[config.mk]
export PLATFORM = sky130hd
export DESIGN_NAME = ula_control_unit
export DESIGN_NICKNAME = d
export VERILOG_FILES = /design/src/rtl/ula_control_unit.sv
export SDC_FILE = /design/constraint.sdc
export NUM_CORES = 1
export LEC_CHECK = 0
export ABC_AREA = 0
export CORE_MARGIN = 2
export CORE_UTILIZATION = 42
export DETAILED_ROUTE_END_ITERATION = 10
export PLACE_DENSITY = 0.89
export SYNTH_ARGS = -nofsm -noshare
export SYNTH_HDL_FRONTEND = slang
export SYNTH_SLANG_ARGS = --single-unit
[constraint.sdc]
create_clock -name Clock -period 2.1 [get_ports Clock]
set_input_delay 0.315 -clock Clock [delete_from_list [all_inputs] [get_ports Clock]]
set_output_delay 0.315 -clock Clock [all_outputs]
set_load 0.05 [all_outputs]
[src/rtl/ula_control_unit.sv]
// Multi-cycle control FSM for the 16-bit datapath: captures an instruction on Run,
// then sequences register enables, bus select, ALU opcode and memory strobes over 2-4 cycles.
module ula_control_unit #(
  parameter int IR_W = 16,
  parameter int NREG = 8
) (
  input  logic            Clock,
  input  logic            Reset,
  input  logic            Run,
  input  logic [IR_W-1:0] DIN,
  input  logic            GNZ,
  output logic            IRin,
  output logic [NREG-1:0] Rin,
  output logic [3:0]      BusSel,
  output logic            Ain,
  output logic            Gin,
  output logic [3:0]      AluOp,
  output logic            ADDRin,
  output logic            DOUTin,
  output logic            W_D,
  output logic            Done
);

  typedef enum logic [1:0] {T0, T1, T2, T3} state_t;

  localparam logic [3:0] OP_LD   = 4'b0000;
  localparam logic [3:0] OP_ST   = 4'b0001;
  localparam logic [3:0] OP_MVNZ = 4'b0010;
  localparam logic [3:0] OP_MV   = 4'b0011;
  localparam logic [3:0] OP_MVI  = 4'b0100;
  localparam logic [3:0] OP_ADD  = 4'b0101;
  localparam logic [3:0] OP_SLR  = 4'b1010;

  localparam logic [3:0] BUS_G    = 4'd8;
  localparam logic [3:0] BUS_DIN  = 4'd9;
  localparam logic [3:0] BUS_NONE = 4'd15;

  state_t          state, state_nxt;
  logic [IR_W-1:0] ir;

  logic [3:0]      opcode;
  logic [2:0]      x, y;
  logic [NREG-1:0] rin_x;
  logic            is_alu;
  logic            unused_ir_bits;

  assign opcode = ir[IR_W-1 -: 4];
  assign x      = ir[IR_W-5 -: 3];
  assign y      = ir[IR_W-8 -: 3];
  assign rin_x  = {{(NREG-1){1'b0}}, 1'b1} << x;
  // add, sub, or, slt, sll, slr occupy a contiguous opcode range
  assign is_alu = (opcode >= OP_ADD) && (opcode <= OP_SLR);
  assign unused_ir_bits = ^ir[IR_W-11:0];

  always_ff @(posedge Clock) begin
    if (Reset) begin
      state <= T0;
      ir    <= '0;
    end else begin
      state <= state_nxt;
      if (state == T0 && Run) ir <= DIN;
    end
  end

  always_comb begin
    state_nxt = state;
    IRin      = 1'b0;
    Rin       = '0;
    BusSel    = BUS_NONE;
    Ain       = 1'b0;
    Gin       = 1'b0;
    AluOp     = opcode;
    ADDRin    = 1'b0;
    DOUTin    = 1'b0;
    W_D       = 1'b0;
    Done      = 1'b0;

    case (state)
      T0: begin
        if (Run) begin
          IRin      = 1'b1;
          state_nxt = T1;
        end
      end

      T1: begin
        state_nxt = T0;
        if (opcode == OP_MV) begin
          BusSel = {1'b0, y};
          Rin    = rin_x;
          Done   = 1'b1;
        end else if (opcode == OP_MVI) begin
          BusSel = BUS_DIN;
          Rin    = rin_x;
          Done   = 1'b1;
        end else if (opcode == OP_MVNZ) begin
          // conditional move still completes in one decode cycle
          if (GNZ) begin
            BusSel = {1'b0, y};
            Rin    = rin_x;
          end
          Done = 1'b1;
        end else if (is_alu) begin
          BusSel    = {1'b0, x};
          Ain       = 1'b1;
          state_nxt = T2;
        end else if (opcode == OP_LD || opcode == OP_ST) begin
          BusSel    = {1'b0, y};
          ADDRin    = 1'b1;
          state_nxt = T2;
        end else begin
          Done = 1'b1;
        end
      end

      T2: begin
        state_nxt = T0;
        if (is_alu) begin
          BusSel    = {1'b0, y};
          Gin       = 1'b1;
          state_nxt = T3;
        end else if (opcode == OP_LD) begin
          // memory read latency: address was latched in T1
          state_nxt = T3;
        end else if (opcode == OP_ST) begin
          BusSel = {1'b0, x};
          DOUTin = 1'b1;
          W_D    = 1'b1;
          Done   = 1'b1;
        end
      end

      T3: begin
        state_nxt = T0;
        if (is_alu) begin
          BusSel = BUS_G;
          Rin    = rin_x;
          Done   = 1'b1;
        end else if (opcode == OP_LD) begin
          BusSel = BUS_DIN;
          Rin    = rin_x;
          Done   = 1'b1;
        end
      end

      default: state_nxt = T0;
    endcase
  end

endmodule

==> results.json, run 1 <==
{
  "tns_ns": -1.874,
  "drc": 0,
  "critPathLaunchType": "flip-flop",
  "required_ns": 1.78,
  "layout_common_cells": "nand2_1 (24), buf_4 (21), a21oi_1 (20)",
  "final_common_cell": "nand2_1",
  "cts_max_level": 1,
  "grt_pass1_vias": 1331,
  "path_cells": "inv_2, or4_4, a21o_4, a211oi_4, buf_12",
  "cts_buffers": 3,
  "relSlewSlack": 0.6412,
  "antenna_found_initial": 0,
  "cts_hold_buf": 0,
  "p_sw_mw": 0.4452,
  "leakage_nw": 0.6775,
  "start_util": 0.4517,
  "holdCritPathClass": "flip-flop to flip-flop",
  "dieArea_um2": 2835,
  "hold_ws_ns": 0.5194,
  "slowest_stage": "or4_4",
  "io-pin-count": 43,
  "cts_tree": "built",
  "dp_hpwl_mm": 3.045,
  "rows": 17,
  "gp_congestion": 0.9430,
  "crit_type": "flip-flop to primary output",
  "avgSynthCellArea_um2": 6.745,
  "min_period_over_period": 1.091,
  "switching_share": 0.4330,
  "clock-root-buffer": "clkbuf_4",
  "grt_overflow": 0,
  "ant_nets": 0,
  "grtUsageTotal": 0.3046,
  "drive_gt1_frac": 0.4145,
  "status": "finished, violations left",
  "power.density_nw_per_um2": 538.5,
  "ys_ff_latch": 12,
  "peakVddDrop_uv": 419.5,
  "rsz0062_at_grt": "yes",
  "vias": 1374,
  "worstPathMaxFanout": 8,
  "yosysWarnings": 0,
  "clock-sinks": 12,
  "slew_violations": 0,
  "async_flop_share": 0,
  "die_w_um": 53.25,
  "synth_area_um2": 1018,
  "final_net_count": 214,
  "violations": "negative setup slack",
  "min_period_ns": 2.291,
  "die_h_um": 53.25,
  "n_antenna_cell": 0,
  "layout_setup_ws_ns": -0.1906,
  "grt_pass1_wl_mm": 6.272,
  "fill_cells": 122,
  "dr.pass1.iters": 4,
  "numPortBuffers": 36,
  "utilization": 0.8468,
  "hold_viol": 0,
  "ys_types": 36,
  "routedWlPerCell_um": 18.66,
  "pwr-share-comb": 0.547,
  "syn_nets": 171,
  "clockBufferDepth": 2,
  "slowest_delay_ns": 0.50,
  "worst_pin_slew_ns": 0.5375,
  "clkTransAtPathRegs_ns": 0.08,
  "yosysSeqAreaShare": 0.2359,
  "area.growth.synth_to_final_pct": 87.47,
  "core_area_um2": 2255,
  "setup_viol": 13,
  "power_frac_clock": 0.177,
  "synth_edf_count": 0,
  "grt_max_degree": 15,
  "drv_cap": 0,
  "cp_data_arrival_time_ns": 1.98,
  "first_iter_violations": 51,
  "clock_latency_ns": 0.27,
  "synth_ff_type": "dfxtp_1",
  "fmax_mhz": 436.6,
  "synth_cells": 151,
  "end_kind": "primary output",
  "routed_wirelength_mm": 4.123,
  "viasPerCell": 6.217,
  "pwr-share-seq": 0.276,
  "finClkSkew_ns": 0.009633,
  "intPower_mw": 0.5830
}
[registers in the layout, indices dropped and copies added (netlist names)]
register	flops
ir	10
state	2
[worst max-delay path: cells and delay by family (launching register included)]
family          cells  cell delay, ns
flops               1            0.37
simple gates        1            0.50
buf+inv             2            0.22
compound gates      2            0.60
[kinds of logic after synthesis]
family                 Yosys count  synth area share
AO/OA/AOI/OAI                   54            0.3599
XOR/XNOR                         1          0.008601
buffers and inverters           24            0.1106
flip-flops                      12            0.2359
AND/OR/NAND/NOR                 60            0.2850
[power groups by stage]
stage	Sequential, mW	Clock (mW)	Combinational (mW)
2_1_floorplan	0.266	0	0.331
3_5_place_dp	0.283	0	0.504
5_1_grt	0.286	0.198	0.590
4_1_cts	0.279	0.188	0.525
6_report	0.284	0.182	0.563
3_3_place_gp	0.280	0	0.480
[cell usage after synthesis, drive strengths merged (3+ instances only)]
library cell	n	area share
nand2	24	0.088
nor2b	5	0.031
nand3	7	0.034
nor3	3	0.015
o221ai	5	0.043
a21oi	20	0.098
buf	6	0.044
nor2	11	0.041
o21ai	4	0.020
inv	7	0.026
a211oi	9	0.066
dfxtp	12	0.24
nand2b	3	0.018
clkbuf	11	0.041
[routing by layer]
layer	global-route usage	up-vias	routed length, um
li1	-	621	-
met1	0.3512	649	1483
met2	0.5350	79	2110
met3	0.02542	25	314
met4	0.1880	0	215
met5	0	-	0
[metrics by stage]
step           instances  power, mW  instance area (um^2)  setup slack, ns
2_1_floorplan        151     0.5966                  1171          -0.2145
3_3_place_gp         214     0.7596                  1738          -0.2619
6_report             221      1.028                  1909          -0.1906
4_1_cts              221     0.9917                  1829          -0.1981
3_5_place_dp         214     0.7869                  1738          -0.2914
5_1_grt              221      1.074                  1909          -0.2400
[final cells by class]
cell class	instances	area (um^2)	area share
tap	28	35.03	0.01835
timing repair buffer	55	671.9	0.3519
clock buffer	4	36.28	0.01900
sequential	12	245.2	0.1284
inverter	7	26.28	0.01376
multi-input combinational	115	894.6	0.4685
[final timing paths]
| check | slack, ns | endpoint | cells past startpoint | from |
|---|---|---|---|---|
| setup reg to reg | 0.46 | ir[13] | 6 | state[0] |
| hold reg to reg | 0.52 | ir[12] | 2 | ir[12] |
| hold / removal | 0.52 | ir[12] | 2 | ir[12] |
| setup / recovery | -0.19 | Rin[0] | 5 | ir[13] |
[what timing repair did]
item                       in CTS  in global routing
buffers inserted                3                  0
gates resized for setup        12                 18
setup endpoints to repair      15                 15
gates cloned                    0                  0
pin swaps                       8                  7
(Power assumes the default switching activity.)
==> inputs of run 2 (changes only) <==
HOLD_SLACK_MARGIN = 0.02   (was not set)
==> results of run 2 <==
No change in the layout: final DEF, timing and power equal those of run 1.
==> inputs of run 3 (changes only) <==
CORE_MARGIN = not set   (was 2)
==> run 3 against run 2 <==
The flow still finishes with violations (negative setup slack). Non-clock buffer count grew 3. Core utilization grew 3.9 points. Critical path depth is the same. Critical endpoint is now Rin[2]. Wire length grew 17%. Register-to-register slack lost 0.09 ns. Hold slack lost 0.0035 ns. Combinational power grew 6.0%. Count of clock-buffer cells in the layout is the same.
==> results.json, run 3 (same netlist as run 1, synthesis figures left out) <==
{
  "critPathLaunchType": "flip-flop",
  "violations": "negative setup slack",
  "n_antenna_cell": 0,
  "cts_tree": "built",
  "final-seq-area_um2": 251.5,
  "hold_depth": 2,
  "clockBufferDepth": 2,
  "clkTransAtPathRegs_ns": 0.08,
  "layout_setup_ws_ns": -0.2210,
  "power_mw": 1.075,
  "dp_hpwl_mm": 2.835,
  "clock-root-buffer": "clkbuf_4",
  "fmax_mhz": 430.8,
  "layout_common_cells": "nand2_1 (24), buf_4 (20), a21oi_1 (18)",
  "rrSetupSlack_ns": 0.37,
  "rsz0062_at_grt": "yes",
  "gp_congestion": 0.9780,
  "start_util": 0.4517,
  "multi_input_area_um2": 930.9,
  "vias": 1508,
  "numPortBuffers": 36,
  "reg_top3": "ir: 10 flops, state: 2 flops",
  "core_area_um2": 2255,
  "rows": 17,
  "grtUsageTotal": 0.3402,
  "cts_max_level": 1,
  "power.density_nw_per_um2": 537.9,
  "worst_pin_slew_ns": 0.5896,
  "reg2reg_from": "state[1]",
  "drv_cap": 0,
  "crit_type": "flip-flop to primary output",
  "drc": 0,
  "die_w_um": 51.25,
  "setup_viol": 15,
  "grt_pass1_vias": 1395,
  "clock-sinks": 12,
  "routed_wirelength_mm": 4.828,
  "first_iter_violations": 95,
  "fill_cells": 103,
  "hold_viol": 0,
  "required_ns": 1.78,
  "grt_max_degree": 17,
  "path_buf_inv": 2,
  "hold_start": "ir[12]",
  "dr.pass1.iters": 5,
  "final_net_count": 217,
  "min_period_ns": 2.321,
  "relSlewSlack": 0.6064,
  "area.growth.synth_to_final_pct": 96.19,
  "cts_buffers": 3,
  "antenna_found_initial": 0,
  "io-pin-count": 43,
  "slowest_stage": "or4_4",
  "ant_nets": 0,
  "reg2regPathDepth": 7,
  "viasPerCell": 6.732,
  "routedWlPerCell_um": 21.55,
  "cp_data_arrival_time_ns": 2.01,
  "post-place-ws_ns": -0.2877,
  "hold_end": "ir[12]",
  "cp_top_family": "compound AO/OA/AOI/OAI gates",
  "drive_gt1_frac": 0.4388,
  "cp.depth": 5,
  "worstPathMaxFanout": 8,
  "path_cells": "inv_2, or4_4, a21o_4, a211oi_4, buf_12",
  "leakage_nw": 0.7023,
  "min_period_over_period": 1.105,
  "reg2reg_to": "ir[13]",
  "largest_register_ff_count": 10,
  "holdCritPathClass": "flip-flop to flip-flop",
  "grt_pass1_wl_mm": 6.582,
  "final_common_cell": "nand2_1",
  "die_h_um": 51.25,
  "end_kind": "primary output",
  "finClkSkew_ns": 0.001760,
  "status": "finished, violations left",
  "dieArea_um2": 2626,
  "clock_latency_ns": 0.28,
  "peakVddDrop_uv": 716.3,
  "largest-register": "ir",
  "slew_violations": 0,
  "grt_overflow": 0,
  "slowest_delay_ns": 0.50
}
-- run 3: changes by cell type in the layout (fill, tap and decap cells not counted), sizes merged --
cell	change
buf	+3
-- run 3: metal layers --
layer  vias to the layer above  GRT usage  wire length (um)
met1                       691     0.3874              1698
met4                         0     0.2387               306
met5                         -          0                 0
li1                        630          -                 -
met2                       150     0.5877              2397
met3                        37    0.03571               426
-- run 3: metrics by stage --
| step | area (um^2) | util | hold WS [ns] | TNS, ns | instances |
|---|---|---|---|---|---|
| 6_report | 1998 | 0.8862 | 0.5159 | -2.305 | 224 |
| 3_5_place_dp | 1743 | 0.7730 | 0.4996 | -2.136 | 213 |
| 3_3_place_gp | 1743 | 0.7730 | 0.4744 | -1.936 | 213 |
| 4_1_cts | 1851 | 0.8208 | 0.5014 | -1.828 | 218 |
| 2_1_floorplan | 1171 | - | 0.3767 | -0.2145 | 151 |
| 5_1_grt | 1998 | 0.8862 | 0.5353 | -2.951 | 224 |
-- run 3: worst max-delay path by stage --
| stage | start | to | slack (ns) |
|---|---|---|---|
| after detailed placement | GNZ | Rin[0] | -0.29 |
| after global placement | GNZ | Rin[0] | -0.26 |
| after CTS | ir[13] | Rin[6] | -0.21 |
| final | ir[13] | Rin[2] | -0.22 |
| after floorplan | ir[14] | Rin[0] | -0.21 |
| after global routing | ir[13] | Rin[2] | -0.26 |
-- run 3: timing repair --
| action | 4_1_cts | 5_1_grt |
|---|---|---|
| resized for setup | 16 | 26 |
| setup buffers | 1 | 6 |
| hold buffers | 0 | 0 |
| pin swaps | 7 | 8 |
| endpoints found under the setup margin | 15 | 15 |
| endpoints found under the hold margin | 0 | 0 |
-- run 3: worst register-to-register path: stages (launching register included) --
cell and delay (ns):
dfxtp_1 0.33, buf_4 0.19, nor2_1 0.36, nand2_1 0.19, inv_1 0.15, buf_4 0.18
nand2_1 0.08, a21oi_1 0.16
-- run 3: power breakdown --
part           switching [mW]  internal (mW)  total (mW)
sequential             0.0402          0.247       0.287
clock                  0.0846          0.106       0.190
combinational           0.352          0.245       0.597
-- run 3: final cells by class --
type                    count  area share
inverters                   7     0.01315
repair buffers             58      0.3594
flip-flops and latches     12      0.1259
well taps                  28     0.01753
clock buffers               4     0.01816
multi-input cells         115      0.4659
